**config.mk**
```make
export PLATFORM = sky130hd
export DESIGN_NAME = gmii_rx_deframer
export DESIGN_NICKNAME = d
export VERILOG_FILES = /design/src/rtl/gmii_rx_deframer_pkg.sv /design/src/rtl/gmii_rx_deframer_crc32_byte.sv /design/src/rtl/gmii_rx_deframer.sv
export SDC_FILE = /design/constraint.sdc
export NUM_CORES = 1
export LEC_CHECK = 0
export ABC_AREA = 0
export ABC_CLOCK_PERIOD_IN_PS = 6480
export BUFFER_PORTS_ARGS = -buffer_cell sky130_fd_sc_hd__buf_2
export CORE_ASPECT_RATIO = 0.75
export CORE_MARGIN = 1.5
export CORE_UTILIZATION = 35
export CTS_BUF_LIST = sky130_fd_sc_hd__clkbuf_16
export CTS_CLUSTER_SIZE = 8
export DETAILED_ROUTE_END_ITERATION = 7
export GPL_ROUTABILITY_DRIVEN = 0
export PLACE_DENSITY = 0.56
export SLEW_MARGIN = 15
export SYNTH_ARGS = -nofsm -noshare
export SYNTH_HDL_FRONTEND = slang
export SYNTH_HIERARCHICAL = 1
export SYNTH_SLANG_ARGS = --single-unit
```
**constraint.sdc**
```tcl
create_clock -name clk -period 6.48 [get_ports clk]
set_clock_uncertainty 0.05 [all_clocks]
set_input_delay 0 -clock clk [delete_from_list [all_inputs] [get_ports clk]]
set_output_delay 0 -clock clk [all_outputs]
set_load 0.05 [all_outputs]
```
**src/rtl/gmii_rx_deframer_pkg.sv**
```systemverilog
// gmii_rx_deframer_pkg
//   Shared constants and types for the GMII receive deframer and the
//   byte-wide CRC-32 helper. The TX framer also uses these.
//   Contents: preamble/SFD byte values, reflected CRC-32 constants,
//   preamble counter saturation value, receive FSM state encoding.
`timescale 1ns/1ps
package gmii_rx_deframer_pkg;

    localparam logic [7:0]  PREAMBLE_BYTE = 8'h55;
    localparam logic [7:0]  SFD_BYTE      = 8'hD5;

    // Reflected CRC-32 (IEEE 802.3), processed LSB-first.
    localparam logic [31:0] CRC32_POLY    = 32'hEDB88320;
    localparam logic [31:0] CRC32_INIT    = 32'hFFFFFFFF;
    // Register value after running a good frame, FCS included, with no final XOR.
    localparam logic [31:0] CRC32_RESIDUE = 32'hDEBB20E3;

    localparam logic [2:0]  PRE_CNT_SAT   = 3'd7;

    typedef enum logic [1:0] {
        ST_IDLE = 2'd0,
        ST_PRE  = 2'd1,
        ST_DATA = 2'd2,
        ST_DROP = 2'd3
    } rx_state_t;

endpackage

```
**src/rtl/gmii_rx_deframer_crc32_byte.sv**
```systemverilog
// crc32_byte
//   Combinational next-state of the reflected Ethernet CRC-32 for one byte.
//   Ports:
//     crc_in  [31:0]  current CRC register
//     data    [7:0]   byte, consumed LSB-first
//     crc_out [31:0]  CRC register after the byte
`timescale 1ns/1ps
module crc32_byte
    import gmii_rx_deframer_pkg::*;
(
    input  logic [31:0] crc_in,
    input  logic [7:0]  data,
    output logic [31:0] crc_out
);

    always_comb begin
        logic [31:0] c;
        c = crc_in;
        for (int unsigned i = 0; i < 8; i++) begin
            if (c[0] ^ data[i]) begin
                c = (c >> 1) ^ CRC32_POLY;
            end else begin
                c = c >> 1;
            end
        end
        crc_out = c;
    end

endmodule

```
**src/rtl/gmii_rx_deframer.sv**
```systemverilog
// gmii_rx_deframer
//   GMII receive front end: strips preamble/SFD, checks the Ethernet FCS,
//   withholds the 4 FCS bytes and forwards the frame body as a contiguous
//   rx_en_w/rxdata_w byte stream, with a one-cycle end-of-frame status.
//   Ports:
//     clk, rst                     byte clock, async active-high reset
//     gmii_rx_dv/er, gmii_rxd[7:0] GMII receive pins (already in clk domain)
//     rx_en_w, rxdata_w[7:0]       forwarded body bytes
//     frame_done                   one-cycle pulse at end of a frame that reached DATA
//     crc_ok                       FCS good, no rx_er, >=5 bytes; valid with frame_done
//     rx_len[CNT_W-1:0]            forwarded body byte count; valid with frame_done
`timescale 1ns/1ps
module gmii_rx_deframer
    import gmii_rx_deframer_pkg::*;
#(
    parameter int MIN_PRE = 2,
    parameter int MAX_LEN = 1518,
    parameter int CNT_W   = 11
) (
    input  logic             clk,
    input  logic             rst,
    input  logic             gmii_rx_dv,
    input  logic             gmii_rx_er,
    input  logic [7:0]       gmii_rxd,
    output logic             rx_en_w,
    output logic [7:0]       rxdata_w,
    output logic             frame_done,
    output logic             crc_ok,
    output logic [CNT_W-1:0] rx_len
);

    localparam logic [CNT_W-1:0] MAX_CNT    = CNT_W'(MAX_LEN);
    localparam logic [CNT_W-1:0] FCS_CNT    = CNT_W'(4);
    localparam logic [CNT_W-1:0] MIN_OK_CNT = CNT_W'(5);
    localparam logic [CNT_W-1:0] ONE_CNT    = CNT_W'(1);
    localparam logic [2:0]       PRE_MIN    = 3'(MIN_PRE);

    rx_state_t        state;
    logic [2:0]       pre_cnt;
    logic [31:0]      crc;
    logic [31:0]      crc_next;
    logic [CNT_W-1:0] cnt;
    logic             err;
    logic             armed;
    logic [7:0]       dly [0:3];

    crc32_byte u_crc (
        .crc_in  (crc),
        .data    (gmii_rxd),
        .crc_out (crc_next)
    );

    always_ff @(posedge clk or posedge rst) begin
        if (rst) begin
            state      <= ST_IDLE;
            pre_cnt    <= '0;
            crc        <= CRC32_INIT;
            cnt        <= '0;
            err        <= 1'b0;
            armed      <= 1'b0;
            for (int unsigned i = 0; i < 4; i++) begin
                dly[i] <= '0;
            end
            rx_en_w    <= 1'b0;
            rxdata_w   <= '0;
            frame_done <= 1'b0;
            crc_ok     <= 1'b0;
            rx_len     <= '0;
        end else begin
            rx_en_w    <= 1'b0;
            frame_done <= 1'b0;
            crc_ok     <= 1'b0;
            rx_len     <= '0;

            // A reset that lands mid-frame must not let the frame tail be
            // mistaken for a new preamble: stay deaf until dv has been low.
            if (!gmii_rx_dv) begin
                armed <= 1'b1;
            end

            case (state)
                ST_IDLE: begin
                    if (gmii_rx_dv && armed) begin
                        if (gmii_rxd == PREAMBLE_BYTE) begin
                            state   <= ST_PRE;
                            pre_cnt <= 3'd1;
                        end else begin
                            state <= ST_DROP;
                        end
                    end
                end

                ST_PRE: begin
                    if (!gmii_rx_dv) begin
                        state <= ST_IDLE;
                    end else if (gmii_rxd == PREAMBLE_BYTE) begin
                        if (pre_cnt != PRE_CNT_SAT) begin
                            pre_cnt <= pre_cnt + 3'd1;
                        end
                    end else if (gmii_rxd == SFD_BYTE && pre_cnt >= PRE_MIN) begin
                        state <= ST_DATA;
                        crc   <= CRC32_INIT;
                        cnt   <= '0;
                        err   <= 1'b0;
                        for (int unsigned i = 0; i < 4; i++) begin
                            dly[i] <= '0;
                        end
                    end else begin
                        state <= ST_DROP;
                    end
                end

                ST_DATA: begin
                    if (!gmii_rx_dv) begin
                        // End of frame: whatever is left in the delay line is the FCS.
                        frame_done <= 1'b1;
                        rx_len     <= (cnt >= FCS_CNT) ? cnt - FCS_CNT : '0;
                        crc_ok     <= (crc == CRC32_RESIDUE) && (cnt >= MIN_OK_CNT) && !err;
                        state      <= ST_IDLE;
                        for (int unsigned i = 0; i < 4; i++) begin
                            dly[i] <= '0;
                        end
                    end else if (cnt == MAX_CNT) begin
                        // Oversize: close the frame as bad and discard the rest.
                        frame_done <= 1'b1;
                        rx_len     <= MAX_CNT - FCS_CNT;
                        state      <= ST_DROP;
                    end else begin
                        crc <= crc_next;
                        cnt <= cnt + ONE_CNT;
                        if (gmii_rx_er) begin
                            err <= 1'b1;
                        end
                        dly[0] <= gmii_rxd;
                        dly[1] <= dly[0];
                        dly[2] <= dly[1];
                        dly[3] <= dly[2];
                        // Line full: the oldest byte can no longer be part of the FCS.
                        if (cnt >= FCS_CNT) begin
                            rx_en_w  <= 1'b1;
                            rxdata_w <= dly[3];
                        end
                    end
                end

                ST_DROP: begin
                    if (!gmii_rx_dv) begin
                        state <= ST_IDLE;
                    end
                end

                default: state <= ST_IDLE;
            endcase
        end
    end

endmodule

```
==> results.txt <==
smallest setup slack after layout -> 3.69 ns
die height -> 111 um
time the final worst path needs with I/O delays and setup -> 2.79 ns
aggregate global-route resource usage -> 16.0%
FF/Latch Area -> 0.00264 mm2
# placed instances -> 679
final non-filler cell total -> 705
maximum number of pins on one net before global-route repair -> 75
first-pass iteration count of the detailed router -> 4
number of nets in the layout -> 517
worst supply voltage drop on vdd -> 0.263 mV
Starting Density -> 35.8%
I/O Buffers -> 33
type of destination of the critical path -> register
Power Total -> 3.21 mW
Remaining DRCs -> 0
Startpoint Class -> register
clock tree root driver cell -> sky130_fd_sc_hd__clkbuf_16
proportion of register bits with asynchronous set or reset after synthesis -> 100%
clock tree buffer depth -> 2
Max Fanout on Critical Path -> 24
Placed Instance Area -> 0.00582 mm2
clock insertion delay at the later pin of the skew report -> 0.35 ns
max-capacitance violation count -> 0
footprint of the multi-input gates -> 0.00265 mm2
post-synthesis cell type count -> 58
grt ovf -> 0
number of diodes added for antenna fixing -> 0
worst slew pin tran -> 1.04 ns
final cycle utilization of the critical path -> 43.1%
xor-xnor portion of the synthesized cell area -> 14.9%
layout overhead on the synthesized area -> 14.0%
Cell Rows -> 39
final core occ -> 40.9%
worst hold margin -> 0.0263 ns
run status -> completed
Num CTS Buffers -> 9
synthesized-area fraction occupied by and/or/nand/nor cells -> 11.9%
clock-pin slew on the worst setup and hold paths -> 0.07 ns
worst relative slew slack -> 30.0%
Net Count, Synth -> 490
number of storage elements in the synthesis netlist -> 104
per-cell routed wire length -> 17.5 um
Core ar. -> 0.0153 mm2
total number of yosys warnings -> 6
startpoint of the most critical register-to-register path -> cnt[2]
path depth of the worst reg2reg path -> 6
Worst Hold Class -> in2reg
synthesized cell area -> 0.00547 mm2
setup tns final -> 0 ns
proportion of synthesized chip area in sequential cells -> 48.3%
via count -> 3,743
multiplexer fraction of the synthesized cell area -> 2.01%
Filler Cell Count -> 1,423
top achievable clock speed -> 0.358 GHz
reg-to-reg endpoint -> rxdata_w[0]
TritonCTS clock tree -> built
Leak Pwr -> 2.83 nW
vias per cell -> 5.31
number of stages on the worst hold path -> 2
Endpoint, Worst Hold -> dly[31]
vias in the first global route -> 3,741
maximum level of the CTS H-tree -> 3
startpoint of the lowest-slack hold path -> gmii_rxd[7]
category of the critical setup timing path -> reg2reg
Die Wd -> 147 um
max-slew violation count -> 0
Detailed Route Iter0 Violations -> 330
area of all placed cells without fillers -> 0.00624 mm2
Post-synth EDFFs -> 0
number of placed I/O pins -> 34
post-synthesis average cell area -> 11.7 um2
prevailing post-synth register cell -> sky130_fd_sc_hd__dfrtp_1
clock sink count -> 104
largest family of logic cells by synthesized area -> compound AO/OA/AOI/OAI gates
number of antenna violations at the first check in global routing -> 0
die area -> 0.0164 mm2
gate count after technology mapping -> 468
Routed Wire Length -> 12,300 um
final-report setup violation count -> 0
post-detailed-route count of antenna-violating nets -> 0
setup slack at placement -> 3.69 ns
required time at the endpoint of the critical path -> 6.66 ns
number of endpoints with negative hold slack in the final report -> 0
hpwl dp -> 8180 um
first-pass GRT wire length -> 20,600 um
arrival time reported for the critical path endpoint -> 2.97 ns
pwr/cell area -> 514 mW/mm2
synthesized-area fraction occupied by ao, oa, aoi and oai cells -> 17.3%
setup repair after global routing missed its margin -> false
Synth Area in Adders -> 2.29%
fraction of layout cells with a size suffix above 1 -> 22.0%
reg2reg setup slack -> 3.69 ns
[worst max-delay path by stage]
stage,from,to,slack [ns],cells past startpoint
after CTS,cnt[2],rxdata_w[0],3.68,6
after global placement,cnt[2],rxdata_w[0],3.78,6
after floorplan,rst,armed,3.75,1
final,cnt[2],rxdata_w[0],3.69,6
after detailed placement,cnt[2],rxdata_w[0],3.69,6
after global routing,cnt[2],rxdata_w[0],3.49,6
[power breakdown]
group	internal, mW	leakage (nW)	switching (mW)
logic	0.773	1.36	0.820
clock network	0.342	0.170	0.241
registers	0.873	1.30	0.159
total	1.99	2.83	1.22
[metal layers]
layer | part of all wire (%) | GRT usage (%) | vias up
met5 | 0 | 0 | -
met1 | 53 | 24.3 | 1852
met2 | 43 | 22.8 | 78
met3 | 3.6 | 3.50 | 8
met4 | 0.84 | 4.13 | 0
li1 | - | - | 1805
[final cells by class]
| type | count | share of cell area [%] |
|---|---|---|
| clock buffers | 11 | 4.41 |
| well taps | 205 | 4.11 |
| flip-flops and latches | 104 | 42.3 |
| inverters | 13 | 0.822 |
| clock inverters | 5 | 0.742 |
| repair buffers | 50 | 5.09 |
| multi-input cells | 317 | 42.5 |
[cell usage after synthesis (all sizes together) (8+ instances only)]
master	instances	area, um2
a21oi	14	70.1
a221o	32	320
and3	39	244
clkbuf	30	113
dfrtp	72	1800
dfstp	32	841
ha	10	125
inv	13	48.8
mux2	8	90.1
nand2	10	37.5
nor2	10	37.5
nor3	8	40.0
nor4	10	62.6
o21ai	11	66.3
o22a	33	289
xnor2	52	512
xor2	20	231
[critical path, cell delays in order (launching register included)]
cell                       delay, ns
sky130_fd_sc_hd__dfrtp_1        0.48
sky130_fd_sc_hd__ha_1           0.29
sky130_fd_sc_hd__nand4b_1       0.18
sky130_fd_sc_hd__o311a_1        0.72
sky130_fd_sc_hd__buf_4          0.42
sky130_fd_sc_hd__o21ai_4        0.18
sky130_fd_sc_hd__mux2_2         0.31
[flip-flops by register name, indices dropped and copies added, names as in the netlist]
register,count
armed,1
cnt,11
crc,32
crc_ok,1
dly,32
err,1
frame_done,1
pre_cnt,3
rx_en_w,1
rx_len,11
rxdata_w,8
state,2
[logic make-up after synthesis]
group           Yosys count
compound gates          114
simple gates            108
flops                   104
xor+xnor                 75
buf+inv                  47
mux                      10
fa+ha+maj                10
[cell usage in the layout (no fill, tap or decap), drive strengths merged, types with 2 or more instances in the layout]
cell type,instances
a221o,32
xor3,2
a31oi,3
mux2i,2
clkbuf,11
a41oi,4
nand2,10
ha,10
and3b,2
dlygate4sd3,10
xnor2,52
a211o,3
nor3,8
dfstp,32
o21ai,11
buf,40
and2,3
a211oi,2
dfrtp,72
and3,39
nor4,10
nor2,10
o22a,33
mux2,8
or4,2
or4bb,2
nand4,4
a21oi,14
nand2b,4
inv,16
a22o,2
nand3,4
o21a,2
nand4b,4
xor2,20
[repair_timing]
item,in CTS,in global routing
hold buffers,10,0
buffers inserted,0,0
resized for setup,0,0
hold endpoints to repair,40,0
No activity file was read; power rests on OpenSTA's default activity.
